$ cat src/rtl/polymul_stream_if.sv
// -----------------------------------------------------------------------------
// polymul_stream_if
//   Handshake bundle between the stream driver and the NTT polynomial
//   multiplier. The input side carries one A/B coefficient pair per beat; the
//   output side returns one result coefficient per beat.
//
//   Signals
//     m_in0_valid / m_in1_valid : driver -> multiplier, operand pair valid
//     m_poly_in0 / m_poly_in1   : driver -> multiplier, A and B coefficients
//     m_in_ready                : multiplier -> driver, operand beat accepted
//     m_out_valid               : multiplier -> driver, result coefficient valid
//     m_poly_out                : multiplier -> driver, result coefficient
//     m_out_ready               : driver -> multiplier, result beat accepted
//
//   Modports
//     master : the stream driver side
//     slave  : the multiplier side
// -----------------------------------------------------------------------------
interface polymul_stream_if #(
    parameter int LOGQ = 5
);
    logic            m_in0_valid;
    logic            m_in1_valid;
    logic [LOGQ-1:0] m_poly_in0;
    logic [LOGQ-1:0] m_poly_in1;
    logic            m_in_ready;
    logic            m_out_valid;
    logic [LOGQ-1:0] m_poly_out;
    logic            m_out_ready;

    modport master (
        output m_in0_valid,
        output m_in1_valid,
        output m_poly_in0,
        output m_poly_in1,
        input  m_in_ready,
        input  m_out_valid,
        input  m_poly_out,
        output m_out_ready
    );

    modport slave (
        input  m_in0_valid,
        input  m_in1_valid,
        input  m_poly_in0,
        input  m_poly_in1,
        output m_in_ready,
        output m_out_valid,
        output m_poly_out,
        input  m_out_ready
    );
endinterface

$ cat src/rtl/polymul_stream_driver.sv
// -----------------------------------------------------------------------------
// polymul_stream_driver
//   Stream initiator/collector for the NTT polynomial multiplier. The host
//   fills operand buffers A and B, pulses start, and the block streams the N
//   coefficient pairs into the multiplier, collects the N result coefficients
//   into buffer R, and reports done/err plus the transaction latency. R is
//   exposed through a registered read port. The modulus q is applied by the
//   multiplier; operands are stored and forwarded exactly as written.
//
//   Parameters
//     N        coefficients per polynomial (2**LOGN)
//     LOGQ     coefficient width
//     LOGN     coefficient index width
//     TIMEOUT  max COLLECT cycles without a capture before err
//
//   Ports
//     clk, reset_n          clock, asynchronous active-low reset
//     wr_en/wr_sel/wr_addr/wr_data  host operand write (sel 0 = A, 1 = B), IDLE only
//     start                 single-cycle transaction request, IDLE only
//     hold_out              host backpressure on the result stream
//     rd_addr / rd_data     result read, one cycle latency
//     busy, done, err       status; done/err are sticky until the next start
//     lat_cycles            busy cycles of the last transaction, saturating
//     m                     multiplier handshake bundle (master side)
// -----------------------------------------------------------------------------
module polymul_stream_driver #(
    parameter int N       = 8,
    parameter int LOGQ    = 5,
    parameter int LOGN    = 3,
    parameter int TIMEOUT = 256
) (
    input  logic             clk,
    input  logic             reset_n,
    input  logic             wr_en,
    input  logic             wr_sel,
    input  logic [LOGN-1:0]  wr_addr,
    input  logic [LOGQ-1:0]  wr_data,
    input  logic             start,
    input  logic             hold_out,
    input  logic [LOGN-1:0]  rd_addr,
    output logic [LOGQ-1:0]  rd_data,
    output logic             busy,
    output logic             done,
    output logic             err,
    output logic [15:0]      lat_cycles,
    polymul_stream_if.master m
);

    typedef enum logic [1:0] {
        ST_IDLE    = 2'd0,
        ST_SEND    = 2'd1,
        ST_COLLECT = 2'd2
    } state_t;

    localparam int TW = $clog2(TIMEOUT + 1);

    localparam logic [LOGN-1:0] IDX_ZERO = '0;
    localparam logic [LOGN-1:0] IDX_ONE  = LOGN'(1);
    localparam logic [LOGN-1:0] IDX_LAST = LOGN'(N - 1);
    localparam logic [TW-1:0]   TMO_ZERO = '0;
    localparam logic [TW-1:0]   TMO_ONE  = TW'(1);
    localparam logic [TW-1:0]   TMO_LAST = TW'(TIMEOUT - 1);
    localparam logic [15:0]     LAT_MAX  = 16'hFFFF;

    // Operand and result buffers. They are deliberately left out of reset so
    // a host can reuse loaded operands after an abort.
    logic [LOGQ-1:0] a_mem [N];
    logic [LOGQ-1:0] b_mem [N];
    logic [LOGQ-1:0] r_mem [N];

    state_t          state_q,    state_d;
    logic [LOGN-1:0] send_idx_q, send_idx_d;
    logic [LOGN-1:0] rcv_idx_q,  rcv_idx_d;
    logic [TW-1:0]   tmo_q,      tmo_d;
    logic [15:0]     lat_q,      lat_d;
    logic            done_q,     done_d;
    logic            err_q,      err_d;
    logic [LOGQ-1:0] rd_data_q,  rd_data_d;

    logic in_valid;
    logic out_ready;
    logic host_wr;
    logic cap_fire;

    // Valid is a pure function of state so a multiplier whose in_ready looks
    // at valid can never form a combinational loop through this block.
    assign in_valid  = (state_q == ST_SEND);
    assign out_ready = (state_q == ST_COLLECT) && !hold_out;
    assign host_wr   = wr_en && (state_q == ST_IDLE);
    assign cap_fire  = out_ready && m.m_out_valid;

    assign m.m_in0_valid = in_valid;
    assign m.m_in1_valid = in_valid;
    assign m.m_poly_in0  = a_mem[send_idx_q];
    assign m.m_poly_in1  = b_mem[send_idx_q];
    assign m.m_out_ready = out_ready;

    assign busy       = (state_q != ST_IDLE);
    assign done       = done_q;
    assign err        = err_q;
    assign lat_cycles = lat_q;
    assign rd_data    = rd_data_q;

    // Next-state and bookkeeping.
    always_comb begin
        state_d    = state_q;
        send_idx_d = send_idx_q;
        rcv_idx_d  = rcv_idx_q;
        tmo_d      = tmo_q;
        lat_d      = lat_q;
        done_d     = done_q;
        err_d      = err_q;
        rd_data_d  = r_mem[rd_addr];

        if ((state_q != ST_IDLE) && (lat_q != LAT_MAX)) begin
            lat_d = lat_q + 16'd1;
        end

        case (state_q)
            ST_IDLE: begin
                if (start) begin
                    state_d    = ST_SEND;
                    send_idx_d = IDX_ZERO;
                    rcv_idx_d  = IDX_ZERO;
                    tmo_d      = TMO_ZERO;
                    lat_d      = 16'd0;
                    done_d     = 1'b0;
                    err_d      = 1'b0;
                end
            end

            ST_SEND: begin
                if (m.m_in_ready) begin
                    send_idx_d = send_idx_q + IDX_ONE;
                    if (send_idx_q == IDX_LAST) begin
                        state_d = ST_COLLECT;
                        tmo_d   = TMO_ZERO;
                    end
                end
            end

            ST_COLLECT: begin
                if (cap_fire) begin
                    rcv_idx_d = rcv_idx_q + IDX_ONE;
                    tmo_d     = TMO_ZERO;
                    if (rcv_idx_q == IDX_LAST) begin
                        state_d = ST_IDLE;
                        done_d  = 1'b1;
                    end
                end else if (tmo_q == TMO_LAST) begin
                    // Held-off cycles count too: a host that stalls the
                    // result stream too long is treated like a dead multiplier.
                    state_d = ST_IDLE;
                    err_d   = 1'b1;
                    done_d  = 1'b0;
                end else begin
                    tmo_d = tmo_q + TMO_ONE;
                end
            end

            default: begin
                state_d = ST_IDLE;
            end
        endcase
    end

    always_ff @(posedge clk or negedge reset_n) begin
        if (!reset_n) begin
            state_q    <= ST_IDLE;
            send_idx_q <= IDX_ZERO;
            rcv_idx_q  <= IDX_ZERO;
            tmo_q      <= TMO_ZERO;
            lat_q      <= 16'd0;
            done_q     <= 1'b0;
            err_q      <= 1'b0;
            rd_data_q  <= '0;
        end else begin
            state_q    <= state_d;
            send_idx_q <= send_idx_d;
            rcv_idx_q  <= rcv_idx_d;
            tmo_q      <= tmo_d;
            lat_q      <= lat_d;
            done_q     <= done_d;
            err_q      <= err_d;
            rd_data_q  <= rd_data_d;
        end
    end

    // Buffer writes. A host write issued together with start lands at the
    // same edge that enters SEND, so the first beat already sees it.
    always_ff @(posedge clk) begin
        if (host_wr && !wr_sel) begin
            a_mem[wr_addr] <= wr_data;
        end
        if (host_wr && wr_sel) begin
            b_mem[wr_addr] <= wr_data;
        end
        if (cap_fire) begin
            r_mem[rcv_idx_q] <= m.m_poly_out;
        end
    end

endmodule

$ cat src/flat_wrapper.sv
// flat-port wrapper written by rule: the top's interface ports become plain ports
module polymul_stream_driver_flat 
#(
    parameter int N       = 8,
    parameter int LOGQ    = 5,
    parameter int LOGN    = 3,
    parameter int TIMEOUT = 256
)
  (clk, reset_n, wr_en, wr_sel, wr_addr, wr_data, start, hold_out, rd_addr, rd_data, busy, done, err, lat_cycles, m_m_in0_valid, m_m_in1_valid, m_m_poly_in0, m_m_poly_in1, m_m_in_ready, m_m_out_valid, m_m_poly_out, m_m_out_ready);
  polymul_stream_if #(.LOGQ(LOGQ)) m_i ();
  input  logic clk;
  input  logic reset_n;
  input  logic wr_en;
  input  logic wr_sel;
  input  logic [LOGN-1:0] wr_addr;
  input  logic [LOGQ-1:0] wr_data;
  input  logic start;
  input  logic hold_out;
  input  logic [LOGN-1:0] rd_addr;
  output logic [LOGQ-1:0] rd_data;
  output logic busy;
  output logic done;
  output logic err;
  output logic [15:0] lat_cycles;
  output wire logic [$bits(m_i.m_in0_valid)-1:0] m_m_in0_valid;
  output wire logic [$bits(m_i.m_in1_valid)-1:0] m_m_in1_valid;
  output wire logic [$bits(m_i.m_poly_in0)-1:0] m_m_poly_in0;
  output wire logic [$bits(m_i.m_poly_in1)-1:0] m_m_poly_in1;
  input wire logic [$bits(m_i.m_in_ready)-1:0] m_m_in_ready;
  input wire logic [$bits(m_i.m_out_valid)-1:0] m_m_out_valid;
  input wire logic [$bits(m_i.m_poly_out)-1:0] m_m_poly_out;
  output wire logic [$bits(m_i.m_out_ready)-1:0] m_m_out_ready;
  assign m_m_in0_valid = m_i.m_in0_valid;
  assign m_m_in1_valid = m_i.m_in1_valid;
  assign m_m_poly_in0 = m_i.m_poly_in0;
  assign m_m_poly_in1 = m_i.m_poly_in1;
  assign m_i.m_in_ready = m_m_in_ready;
  assign m_i.m_out_valid = m_m_out_valid;
  assign m_i.m_poly_out = m_m_poly_out;
  assign m_m_out_ready = m_i.m_out_ready;
  polymul_stream_driver #(.N(N), .LOGQ(LOGQ), .LOGN(LOGN), .TIMEOUT(TIMEOUT)) u_core (.clk(clk), .reset_n(reset_n), .wr_en(wr_en), .wr_sel(wr_sel), .wr_addr(wr_addr), .wr_data(wr_data), .start(start), .hold_out(hold_out), .rd_addr(rd_addr), .rd_data(rd_data), .busy(busy), .done(done), .err(err), .lat_cycles(lat_cycles), .m(m_i));
endmodule
$ cat config.mk
export PLATFORM = sky130hd
export DESIGN_NAME = polymul_stream_driver_flat
export DESIGN_NICKNAME = d
export VERILOG_FILES = /design/src/rtl/polymul_stream_if.sv /design/src/rtl/polymul_stream_driver.sv /design/src/flat_wrapper.sv
export SDC_FILE = /design/constraint.sdc
export NUM_CORES = 1
export LEC_CHECK = 0
export CELL_PAD_IN_SITES_DETAIL_PLACEMENT = 1
export CELL_PAD_IN_SITES_GLOBAL_PLACEMENT = 1
export CORE_ASPECT_RATIO = 2
export CORE_MARGIN = 2
export CORE_UTILIZATION = 49
export CTS_CLUSTER_SIZE = 10
export DETAILED_ROUTE_END_ITERATION = 8
export GPL_ROUTABILITY_DRIVEN = 0
export PLACE_DENSITY_LB_ADDON = 0.2
export SLEW_MARGIN = 20
export SYNTH_ARGS = -nofsm -noshare
export SYNTH_HDL_FRONTEND = slang
export SYNTH_SLANG_ARGS = --single-unit
$ cat constraint.sdc
create_clock -name clk -period 3 [get_ports clk]
set_clock_uncertainty 0.2 [all_clocks]
set_input_delay 0.6 -clock clk [delete_from_list [all_inputs] [get_ports clk]]
set_output_delay 0.6 -clock clk [all_outputs]
set_load 0.02 [all_outputs]
# Word-level counts from Yosys, hierarchy flattened
# Memories as Yosys holds them, arrays and structs flattened. A register that Yosys moved wholly into a read port is not among the register bits.
# Index checks and enable logic that the tools add are counted.
word_totals:
  n_memories: 3
  output_inout_bits: 37
  ff_bits: 35
  ramBits: 120
  in_bits: 24
mem_list:
  columns: ["name", "words", "width", "read_ports", "rd_clocked_by_memory_dff", "wr", "line", "text"]
  rows:
  - ["u_core.a_mem", 8, 5, 1, 0, 1, "polymul_stream_driver.sv:67", "logic [LOGQ-1:0] a_mem [N];"]
  - ["u_core.b_mem", 8, 5, 1, 0, 1, "polymul_stream_driver.sv:68", "logic [LOGQ-1:0] b_mem [N];"]
  - ["u_core.r_mem", 8, 5, 1, 1, 1, "polymul_stream_driver.sv:69", "logic [LOGQ-1:0] r_mem [N];"]
op_classes:
  addsub: 4
  muxes: 35
  reduce_logical: 20
  eq_ne: 15
ops:
  columns: ["cell", "n"]
  rows:
  - ["$mux W16", 3]
  - ["$mux W9", 5]
  - ["$pmux W9 S3", 1]
  - ["$add A16 B1 Y16 const B", 1]
  - ["$ne A16 B16 Y1 const B", 1]
  - ["$mux W1", 12]
  - ["$mux W2", 6]
  - ["$pmux W3 S2", 2]
  - ["$reduce_and A5 Y1", 2]
  - ["$add A9 B1 Y9 const B", 1]
  - ["$eq A9 B8 Y1 const B", 1]
  - ["$mux W3", 3]
  - ["$reduce_and A4 Y1", 2]
  - ["$add A3 B1 Y3 const B", 2]
  - ["$eq A3 B3 Y1 const B", 2]
  - ["$logic_and A1 B1 Y1", 6]
  - ["$ne A2 B1 Y1 const B", 3]
  - ["$ne A2 B2 Y1 const B", 3]
  - ["$ne A3 B2 Y1 const B", 2]
  - ["$pmux W2 S3", 1]
  - ["$reduce_and A3 Y1", 2]
  - ["$reduce_bool A2 Y1", 3]
  - ["$pmux W1 S2", 2]
  - ["$logic_not A1 Y1", 3]
  - ["5 further kinds", 5]

# Longest topological paths before layout
logic_depth:
  word_depth: 5
  mapped_depth: 10

# Worst setup path after synthesis
# OpenSTA, ideal clock, no wires.
synth_path:
  path_kind: "reg2reg"
  start: "register u_core.tmo_q[0]"
  end: "register u_core.tmo_q[7]"
  n_path_buf: 1
  stages_incl_launch_ff: 11
  slack_ps: 473
  arrival_time_ps: 2206
  required_time_ps: 2679
  setup_ps: 121
  synth_period_minus_slack_ps: 2527
  cell_sequence: "dfrtp_1 -> ha_1 -> and3_1 -> and3_1 -> and3_1 -> ha_1 -> clkbuf_1 -> and4b_1 -> nand4_1 -> xnor2_1 -> a22o_1"
synth_between:
  elab_chain_len: 4
  elab_cells_between_ends: 7
synth_rtl:
  columns: ["item", "line", "text"]
  rows:
  - ["from (decl)", "polymul_stream_driver.sv:74", "logic [TW-1:0] tmo_q, tmo_d;"]
  - ["from (signal assigned)", "polymul_stream_driver.sv:181", "tmo_q <= tmo_d;"]
  - ["$add A9 B1 Y9", "polymul_stream_driver.sv:157", "tmo_d = tmo_q + TMO_ONE;"]
  - ["$mux W9", "polymul_stream_driver.sv:150", "end else if (tmo_q == TMO_LAST) begin"]
  - ["$mux W9", "polymul_stream_driver.sv:143", "if (cap_fire) begin"]
  - ["$pmux W9 S3", "polymul_stream_driver.sv:119", "case (state_q)"]
# Parallel ways exist; a longest one is shown, timed or not. The select of a mux whose other input is x is not followed.
# A chain may end at the register's enable or synchronous reset.

# Final worst setup path
layout_path:
  start: "register u_core.send_idx_q[0]"
  end: "output m_m_poly_in0[3]"
layout_between:
  elab_chain_len: 1
layout_rtl:
  columns: ["item", "line", "text"]
  rows:
  - ["from (decl)", "polymul_stream_driver.sv:72", "logic [LOGN-1:0] send_idx_q, send_idx_d;"]
  - ["from (signal assigned)", "polymul_stream_driver.sv:179", "send_idx_q <= send_idx_d;"]
  - ["$mem_v2 Z8 W5", null, null]
  - ["to (decl)", "flat_wrapper.sv:27", "output wire logic [$bits(m_i.m_poly_in0)-1:0] m_m_poly_in0;"]
# No other way between the ends.

==> results.yml <==
yosys:
  syn_inst: 408
  synth_area_sq_um: 6740
  ys.flop_type: "edfxtp_1"
  synthArstFlopShare: 0.250
  yosysSeqAreaShare: 0.683
  synth.area.top_cells: "edfxtp_1 (53%), dfrtp_1 (15%), mux4_2 (10%), mux2_2 (3.0%), nand2_1 (1.4%)"
  ys_ff_latch: 160
  yosys.area.top_type: "edfxtp_1"
  ys_types: 57
  synth_edf_count: 120
  synth_top_area_share: 0.534
  syn_avg_cell_area_sq_um: 16.5
  ys_warn_count: 0
  synth_nets: 439
route:
  dr.pass1.iters: 4
  drtAntennaViolNets: 0
  drt_iter0_drc: 171
  wire_per_inst_um: 24.0
  via_count: 3954
  wirelength_mm: 15.8
  vias_per_cell: 6.02
  drc_errors: 0
sta:
  rsz0062_at_grt: "true"
  max_freq_mhz: 340
  finalSetupViolCount: 0
  period_needed_ns: 2.94
  drv_slew: 0
  worst_slack_ns: 0.0558
  worst_pin_slew_ns: 1.00
  hold_viol: 0
  relSlewSlack: 0.333
  fin_crit_sh: 0.981
  setup_tns_ns: 0
critical_path:
  cp_max_fo: 10
  end_kind: "output pin"
  start_kind: "flop"
  arrival_ns: 2.14
  crit_required_ns: 2.20
  reg2reg_depth: 9
  crit_type: "reg2out"
clocking:
  htree_levels: 4
  cts_tree: "yes"
  clock_sinks: 160
  clk_path_buf_depth: 2
  cts_root_buf: "clkbuf_16"
  cts_hold_buf: 0
  cts_made_buffers: 17
  clk_pin_slew_ns: 0.07
  clk_latency_ns: 0.42
global_route:
  grt_pass1_wl_mm: 25.2
  antenna_found_initial: 0
  grt_overflow_total: 0
  grt_usage: 0.232
  grt_pass1_vias: 4577
  grt_max_degree: 41
pwr:
  p_sw_uw: 1820
  sequentialPowerShare: 0.413
  power_frac_clock: 0.354
  p_sw_frac: 0.283
  vdd_drop_max_v: 0.000457
  leakagePower_uw: 0.00296
  internal_power_uw: 4600
  p_per_area_nw_per_um2: 776
  combPwrFrac: 0.233
final_layout:
  fin_area_sq_um: 8260
  antenna_cells: 0
  fillers: 1224
  multiInputGateArea_sq_um: 2050
  layout.nets: 520
  area_growth_pct: 22.4
  seqCellArea_sq_um: 4610
  final_layout_size_suffix_gt1_frac: 0.233
die:
  dieArea_sq_um: 14800
  pin_count: 61
  start_util: 0.502
  core-area_sq_um: 13400
  die_w_um: 87.0
  die_height_um: 170
  num_rows: 60
placement:
  pre_cts_slack_ns: 0.163
  place_area_sq_um: 7590
  io_buffers: 60
  dpl.hpwl_mm: 11.4
outcome:
  status: "complete, no violations"
min_path:
  hold_path_class: "in2async"
run:
  maxCapViolCount: 0
layout by cell type, fill, tap and decap left out, types with 10 or more instances in the layout:
cell type        Yosys  routed
edfxtp_1           120     120
o21ai_0             12      12
nand2_1             25      25
dfrtp_1             40      38
nor2_1              25      25
mux4_2              30      30
nor3_1              10      10
a21oi_1             12      12
clkbuf_16            0      17
mux2_2              18      18
buf_4                2      12
clkdlybuf4s50_1      0      49
Yosys cell counts (all sizes together), types with 8 or more instances:
cell type and instances:
edfxtp 120, dfrtp 40, mux4 30, nor2 26, nand2 25, mux2 18, a21oi 12, o21ai 12
nor3 10, nand4 9, and3 8
area by class of cell:
cell class              count  share of cell area
inverters                   5             0.00227
repair buffers             75              0.0918
clock buffers              18              0.0520
flip-flops and latches    160               0.558
multi-input cells         230               0.249
clock inverters            14              0.0239
well taps                 155              0.0235
logic make-up (layout without fill, tap and decap cells):
family                     Yosys count  after routing  share of synthesized area
DFF                                160            160                      0.683
xor gates and xnor gates             2              2                    0.00260
adders and majority gates            7              7                     0.0130
and+or+nand+nor                    116            116                     0.0963
AOI/OAI and AO/OA                   51             51                     0.0534
muxes                               54             54                      0.139
buffers and inverters               18            112                     0.0128
through the flow:
step	util	cells	hold slack (ns)	power, uW
finish	0.615	657	0.146	6410
global route	0.615	657	0.201	6660
CTS	0.615	657	0.158	6490
detailed placement	0.565	623	0.295	4180
global placement	0.565	623	0.283	4110
floorplan	-	408	0.104	3550
worst paths after layout:
check                      slack [ns]                          endpoint                              from
max in group asynchronous        1.76  u_core.send_idx_q[0]$_DFFE_PN0P_                           reset_n
min in group clk                 0.30       u_core.tmo_q[8]$_DFFE_PN0P_       u_core.tmo_q[8]$_DFFE_PN0P_
max reg2reg                      0.28       u_core.tmo_q[7]$_DFFE_PN0P_       u_core.tmo_q[0]$_DFFE_PN0P_
max                              0.06                   m_m_poly_in0[3]  u_core.send_idx_q[0]$_DFFE_PN0P_
min                              0.15   u_core.rcv_idx_q[0]$_DFFE_PN0P_                           reset_n
min reg2reg                      0.30       u_core.tmo_q[8]$_DFFE_PN0P_       u_core.tmo_q[8]$_DFFE_PN0P_
flip-flops by register name, indices dropped and copies added (netlist names):
name / flops
u_core.rcv_idx_q: 3
u_core.done: 1
u_core.tmo_q: 9
u_core.send_idx_q: 3
u_core.err: 1
u_core.a_mem: 40
u_core.r_mem: 40
u_core.lat_cycles: 16
u_core.rd_data: 5
u_core.state_q: 2
u_core.b_mem: 40
power by group through the flow:
stage	clock network, uW	registers [uW]	logic (uW)
2_1_floorplan	0	2660	889
3_3_place_gp	0	2670	1430
3_5_place_dp	0	2690	1490
4_1_cts	2310	2640	1540
5_1_grt	2390	2670	1610
6_report	2270	2650	1490
worst max-delay path, cell delays in order (launching register included):
cell and delay [ns]:
dfrtp_2 0.45, buf_12 0.18, mux4_2 0.50, mux2_2 0.28
dlygate4sd2_1 0.32
layer usage:
metal  track usage  up-vias  routed length (um)  share of wire
met4         0.103        0                 329          0.021
met3        0.0461       25                 411          0.026
met1         0.241     2054                5580           0.35
li1              -     1791                   -              -
met5             0        -                   0              0
met2         0.436       84                9460           0.60
what timing repair did:
action	in CTS	in global routing
gates cloned	1	0
resized for setup	23	4
pin swaps	0	0
endpoints found under the hold margin	0	0
endpoints found under the setup margin	10	7
setup buffers	1	0
Note: power is estimated with default switching activity, not from simulation.
